==> src/rtl/pipe_skid_stage_if.sv <==
// Ready/valid handshake bundle for one skid-buffered pipeline stage.
// The slave modport is the stage; the master modport is the surrounding pipeline.
interface pipe_skid_stage_if #(
    parameter int WIDTH = 64
);
    logic             in_valid;
    logic             in_ready;
    logic [WIDTH-1:0] in_data;
    logic [31:0]      in_pc;
    logic             out_valid;
    logic             out_ready;
    logic [WIDTH-1:0] out_data;
    logic [31:0]      out_pc;

    modport slave (
        input  in_valid, in_data, in_pc, out_ready,
        output in_ready, out_valid, out_data, out_pc
    );

    modport master (
        output in_valid, in_data, in_pc, out_ready,
        input  in_ready, out_valid, out_data, out_pc
    );
endinterface

==> src/rtl/pipe_skid_stage.sv <==
// Two-entry skid stage: registered in_ready, full throughput, flush discards held
// entries, with saturating stall and drop performance counters.
module pipe_skid_stage #(
    parameter int WIDTH = 64,
    parameter int CNT_W = 16
) (
    input  logic              clk,
    input  logic              rst,
    input  logic              flush,
    pipe_skid_stage_if.slave  bus,
    output logic [1:0]        occupancy,
    output logic [CNT_W-1:0]  stall_cnt,
    output logic [CNT_W-1:0]  drop_cnt
);

    typedef enum logic [1:0] {
        EMPTY = 2'd0,
        ONE   = 2'd1,
        FULL  = 2'd2
    } state_t;

    state_t           r_state;
    state_t           w_state_nxt;
    logic             r_in_ready;
    logic [WIDTH-1:0] r_main_data;
    logic [31:0]      r_main_pc;
    logic [WIDTH-1:0] r_skid_data;
    logic [31:0]      r_skid_pc;
    logic [CNT_W-1:0] r_stall_cnt;
    logic [CNT_W-1:0] r_drop_cnt;

    logic             w_out_valid;
    logic             w_xfer_in;
    logic             w_xfer_out;
    logic             w_ld_main_in;
    logic             w_ld_skid;
    logic             w_mv_skid;
    logic [1:0]       w_drop_amt;

    function automatic logic [CNT_W-1:0] sat_add(input logic [CNT_W-1:0] a,
                                                  input logic [1:0]       b);
        logic [CNT_W:0] sum;
        sum = {1'b0, a} + {{(CNT_W-1){1'b0}}, b};
        return sum[CNT_W] ? {CNT_W{1'b1}} : sum[CNT_W-1:0];
    endfunction

    assign w_out_valid = (r_state != EMPTY);
    assign w_xfer_in   = bus.in_valid && r_in_ready;
    assign w_xfer_out  = w_out_valid && bus.out_ready;
    // An entry delivered in the flush cycle is not a drop.
    assign w_drop_amt  = 2'(r_state) - {1'b0, w_xfer_out};

    always_comb begin
        w_state_nxt  = r_state;
        w_ld_main_in = 1'b0;
        w_ld_skid    = 1'b0;
        w_mv_skid    = 1'b0;
        case (r_state)
            EMPTY: begin
                if (w_xfer_in) begin
                    w_state_nxt  = ONE;
                    w_ld_main_in = 1'b1;
                end
            end
            ONE: begin
                if (w_xfer_in && w_xfer_out) begin
                    w_ld_main_in = 1'b1;
                end else if (w_xfer_in) begin
                    w_state_nxt = FULL;
                    w_ld_skid   = 1'b1;
                end else if (w_xfer_out) begin
                    w_state_nxt = EMPTY;
                end
            end
            FULL: begin
                if (w_xfer_out) begin
                    w_state_nxt = ONE;
                    w_mv_skid   = 1'b1;
                end
            end
            default: w_state_nxt = EMPTY;
        endcase
        if (flush) begin
            w_state_nxt  = EMPTY;
            w_ld_main_in = 1'b0;
            w_ld_skid    = 1'b0;
            w_mv_skid    = 1'b0;
        end
    end

    always_ff @(posedge clk) begin
        if (rst) begin
            r_state    <= EMPTY;
            r_in_ready <= 1'b1;
        end else begin
            r_state    <= w_state_nxt;
            r_in_ready <= (w_state_nxt != FULL);
        end
    end

    always_ff @(posedge clk) begin
        if (rst || flush) begin
            r_main_data <= '0;
            r_main_pc   <= '0;
            r_skid_data <= '0;
            r_skid_pc   <= '0;
        end else begin
            if (w_ld_main_in) begin
                r_main_data <= bus.in_data;
                r_main_pc   <= bus.in_pc;
            end else if (w_mv_skid) begin
                r_main_data <= r_skid_data;
                r_main_pc   <= r_skid_pc;
            end
            if (w_ld_skid) begin
                r_skid_data <= bus.in_data;
                r_skid_pc   <= bus.in_pc;
            end
        end
    end

    always_ff @(posedge clk) begin
        if (rst) begin
            r_stall_cnt <= '0;
            r_drop_cnt  <= '0;
        end else begin
            if (w_out_valid && !bus.out_ready) begin
                r_stall_cnt <= sat_add(r_stall_cnt, 2'd1);
            end
            if (flush) begin
                r_drop_cnt <= sat_add(r_drop_cnt, w_drop_amt);
            end
        end
    end

    assign bus.in_ready  = r_in_ready;
    assign bus.out_valid = w_out_valid;
    assign bus.out_data  = r_main_data;
    assign bus.out_pc    = r_main_pc;
    assign occupancy     = 2'(r_state);
    assign stall_cnt     = r_stall_cnt;
    assign drop_cnt      = r_drop_cnt;

endmodule

==> src/flat_wrapper.sv <==
// flat-port wrapper written by rule: the top's interface ports become plain ports
module pipe_skid_stage_flat 
#(
    parameter int WIDTH = 64,
    parameter int CNT_W = 16
)
  (clk, rst, flush, occupancy, stall_cnt, drop_cnt, bus_in_valid, bus_in_data, bus_in_pc, bus_out_ready, bus_in_ready, bus_out_valid, bus_out_data, bus_out_pc);
  pipe_skid_stage_if #(.WIDTH(WIDTH)) bus_i ();
  input  logic clk;
  input  logic rst;
  input  logic flush;
  output logic [1:0] occupancy;
  output logic [CNT_W-1:0] stall_cnt;
  output logic [CNT_W-1:0] drop_cnt;
  input wire logic [$bits(bus_i.in_valid)-1:0] bus_in_valid;
  input wire logic [$bits(bus_i.in_data)-1:0] bus_in_data;
  input wire logic [$bits(bus_i.in_pc)-1:0] bus_in_pc;
  input wire logic [$bits(bus_i.out_ready)-1:0] bus_out_ready;
  output wire logic [$bits(bus_i.in_ready)-1:0] bus_in_ready;
  output wire logic [$bits(bus_i.out_valid)-1:0] bus_out_valid;
  output wire logic [$bits(bus_i.out_data)-1:0] bus_out_data;
  output wire logic [$bits(bus_i.out_pc)-1:0] bus_out_pc;
  assign bus_i.in_valid = bus_in_valid;
  assign bus_i.in_data = bus_in_data;
  assign bus_i.in_pc = bus_in_pc;
  assign bus_i.out_ready = bus_out_ready;
  assign bus_in_ready = bus_i.in_ready;
  assign bus_out_valid = bus_i.out_valid;
  assign bus_out_data = bus_i.out_data;
  assign bus_out_pc = bus_i.out_pc;
  pipe_skid_stage #(.WIDTH(WIDTH), .CNT_W(CNT_W)) u_core (.clk(clk), .rst(rst), .flush(flush), .bus(bus_i), .occupancy(occupancy), .stall_cnt(stall_cnt), .drop_cnt(drop_cnt));
endmodule
==> config.mk <==
export PLATFORM = sky130hd
export DESIGN_NAME = pipe_skid_stage_flat
export DESIGN_NICKNAME = d
export VERILOG_FILES = /design/src/rtl/pipe_skid_stage_if.sv /design/src/rtl/pipe_skid_stage.sv /design/src/flat_wrapper.sv
export SDC_FILE = /design/constraint.sdc
export NUM_CORES = 1
export LEC_CHECK = 0
export BUFFER_PORTS_ARGS = -buffer_cell sky130_fd_sc_hd__buf_2
export CAP_MARGIN = 30
export CORE_MARGIN = 2
export CORE_UTILIZATION = 30
export CTS_CLUSTER_DIAMETER = 80
export DETAILED_ROUTE_END_ITERATION = 12
export PLACE_DENSITY_LB_ADDON = 0.3
export SKIP_CTS_REPAIR_TIMING = 1
export SLEW_MARGIN = 10
export SYNTH_ARGS = -nofsm -noshare
export SYNTH_HDL_FRONTEND = slang
export SYNTH_SLANG_ARGS = --single-unit
==> constraint.sdc <==
create_clock -name clk -period 6.64 [get_ports clk]
set_input_delay 0.332 -clock clk [delete_from_list [all_inputs] [get_ports clk]]
set_output_delay 0.332 -clock clk [all_outputs]
set_load 0.005 [all_outputs]
==> flow_summary.yaml <==
drt:
  viasPerCell: 4.92
  routed_wirelength_um: 24900
  first_pass_iters: 5
  ant_nets: 0
  vias: 8086
  drt_iter0_drc: 540
  routedWlPerCell_um: 15.2
  drc: 0
yosys:
  synth_compound_area_share_pct: 23.1
  synthTopCellsByCount: "nand2_1, dfxtp_1, a21oi_1"
  synth_xor_area_share_pct: 1.30
  synth_area_leader_cell: "dfxtp_1"
  synthArstFlopShare_pct: 0
  synthTopCellsByArea: "dfxtp_1, nand2_1, a21oi_1, a22oi_1, clkbuf_1"
  avgSynthCellArea_um2: 8.30
  synth_ff_type: "dfxtp_1"
  synth-simple-area-share_pct: 17.9
  synth_top_family_by_area: "compound AO/OA/AOI/OAI gates"
  synth_mux_area_share_pct: 0.457
  ys_warn_count: 0
  synth_top_area_share_pct: 51.9
  post_synth_num_cell_types: 45
  syn_nets: 1164
  syn_area_um2: 8760
  synthCells: 1056
  ys_ff_latch: 227
  yosysMostFrequentCell: "nand2_1"
  ys_seq_area_share_pct: 51.9
  synthAdderAreaFrac_pct: 1.09
  synth_edf_count: 0
floorplanning:
  die_area_um2: 30600
  pin_count: 233
  fp-row-count: 62
  core_area_um2: 28700
  initial_core_util_pct: 30.5
  die_x_um: 175
  die_h_um: 175
clock_network:
  cts_tree: "yes"
  htree_levels: 1
  cts_made_buffers: 25
  path_clk_slew_ns: 0.06
  clock_path_buffers: 3
  clock_sinks: 227
  cts-root-buf: "clkbuf_16"
  insertion_delay_ns: 0.52
setup_path:
  critPathArrivalTime_ns: 3.54
  path_cells: "or2_2 > nand2_1 > inv_1 > ha_1 > xor2_1 > fa_1 > nand3_1 > nor2_1 > nand3_1 > a31oi_1"
  cp_slowest_cell: "nor2_1"
  worstPathRequired_ns: 7.08
  critPathTopFamily: "simple AND/OR/NAND/NOR gates"
  start_kind: "flop"
  crit_path_end_kind: "flop"
  critPathKind: "reg2reg"
  reg2reg_to: "u_core.drop_cnt[13]"
  cp.buffers_inverters: 1
  max_stage_delay_ns: 0.47
  crit_path_frequent_cell: "nand3_1"
  ff2ff_path_depth: 10
  r2r_slack_ns: 3.53
  path_max_fanout: 11
  regToRegStartpoint: "u_core.occupancy[0]"
final_layout:
  areaGrowthSynthToFinish_pct: 24.8
  nNetsFinal: 1348
  fill_cells: 3035
  final-instance-count-excl-fill: 1642
  drive_above_1_share_pct: 23.2
sta:
  finalSetupViolCount: 0
  hold_viol: 0
  fin_tns_setup_ns: 0
  rsz0062_at_grt: "no"
  max_freq_mhz: 322
  relSlewSlack_pct: 34.7
  finalMaxSlewViolations: 0
  clock_skew_ns: 0.00910
  worst_slew_pin_slew_ns: 0.979
  fin_crit_ns: 3.11
  period_share_pct: 46.8
  holdWs_ns: 0.0603
place:
  gp_congestion: 0.741
  portBuffers: 232
  placedCellCount: 1597
  place_hpwl_um: 15500
grt:
  grt_use_total_pct: 15.6
  grt_pass1_vias: 7401
  antenna_found_initial: 2
  grt_max_degree: 91
  overflow: 0
  grt_pass1_wl_um: 39700
run:
  cap_violations: 0
worst_hold_path:
  worstHoldStart: "bus_in_data[12]"
  worstHoldPathType: "in2reg"
  hold_end: "u_core.r_skid_data[12]"
  hold_path_depth: 3
power:
  vdd.ir_drop.worst_v: 0.000167
  pwr_density_cell_nw_per_um2: 261
  leakage_nw: 4.13
  total_power_w: 0.00285
run_status:
  status: "finished clean"
## layout make-up
type | count | area (um2) | share of cell area, %
well taps | 384 | 480 | 4.40
inverters | 7 | 26.3 | 0.240
clock inverters | 7 | 41.3 | 0.378
diodes | 1 | 2.50 | 0.0229
multi-input cells | 737 | 3880 | 35.5
clock buffers | 37 | 721 | 6.59
repair buffers | 242 | 1240 | 11.3
flip-flops and latches | 227 | 4540 | 41.6
## logic make-up after synthesis
kind of cell / count (synthesis)
xor+xnor: 13
simple gates: 372
compound gates: 341
mux: 4
buf+inv: 92
fa+ha+maj: 7
flops: 227
## worst register-to-register path: stages (launching register included)
cell	delay (ns)
dfxtp_1	0.45
or2_2	0.35
nand2_1	0.12
inv_1	0.06
ha_1	0.18
xor2_1	0.24
fa_1	0.28
nand3_1	0.13
nor2_1	0.47
nand3_1	0.47
a31oi_1	0.28
## how the worst max path moves through the flow
stage | startpoint | to | slack, ns | cells after the start
2_1_floorplan | u_core.occupancy[1] | u_core.drop_cnt[15] | 3.82 | 11
3_3_place_gp | u_core.occupancy[1] | u_core.drop_cnt[13] | 3.66 | 10
3_5_place_dp | u_core.occupancy[0] | u_core.drop_cnt[13] | 3.56 | 10
4_1_cts | u_core.occupancy[0] | u_core.drop_cnt[13] | 3.53 | 10
5_1_grt | u_core.occupancy[0] | u_core.drop_cnt[13] | 3.28 | 10
6_report | u_core.occupancy[0] | u_core.drop_cnt[13] | 3.53 | 10
## placed cells by master, fill, tap and decap left out, types with 3 or more instances in the layout
master / instances
a211oi_1: 3
a21oi_1: 205
a22oi_1: 96
a311oi_1: 4
a31oi_1: 10
and2_1: 3
and3_1: 6
and4_1: 3
buf_2: 232
buf_4: 10
clkbuf_1: 7
clkbuf_16: 25
clkbuf_8: 5
clkinv_2: 5
dfxtp_1: 227
ha_1: 6
inv_1: 7
mux2i_1: 4
nand2_1: 299
nand3_1: 8
nand4_1: 6
nor2_1: 9
nor3_1: 11
nor4_1: 4
o21ai_0: 11
o21bai_1: 3
or2_2: 3
or4_1: 3
xnor2_1: 9
xor2_1: 4
## stage by stage
stage                     cell area [um2]  utilization (%)  setup slack [ns]
after detailed placement            10200             35.4              3.56
final                               10900             38.1              3.53
after global routing                10900             38.1              3.28
after floorplan                      8760                -              3.82
after CTS                           10900             38.1              3.53
after global placement              10200             35.4              3.66
## registers in the layout, summed over array words and instances, names as in the netlist
register and flops:
u_core.bus.in_ready 1, u_core.r_skid_pc 32, u_core.drop_cnt 16, u_core.stall_cnt 16, u_core.bus.out_pc 32, u_core.bus.out_data 64, u_core.occupancy 2, u_core.r_skid_data 64
## per-layer routing
| layer | track usage, % | share of wire, % |
|---|---|---|
| met3 | 4.07 | 6.7 |
| met4 | 3.02 | 1.6 |
| met1 | 21.0 | 47 |
| met5 | 0 | 0.052 |
| met2 | 25.4 | 45 |
## power breakdown
group / internal (W) / total (W) / leakage (nW) / switching [W]
Clock: 0.000748 / 0.00130 / 0.377 / 0.000549
Sequential: 0.00138 / 0.00139 / 1.83 / 0.0000113
Combinational: 0.0000587 / 0.000164 / 1.92 / 0.000105
Note: power is estimated with default switching activity, not from simulation.
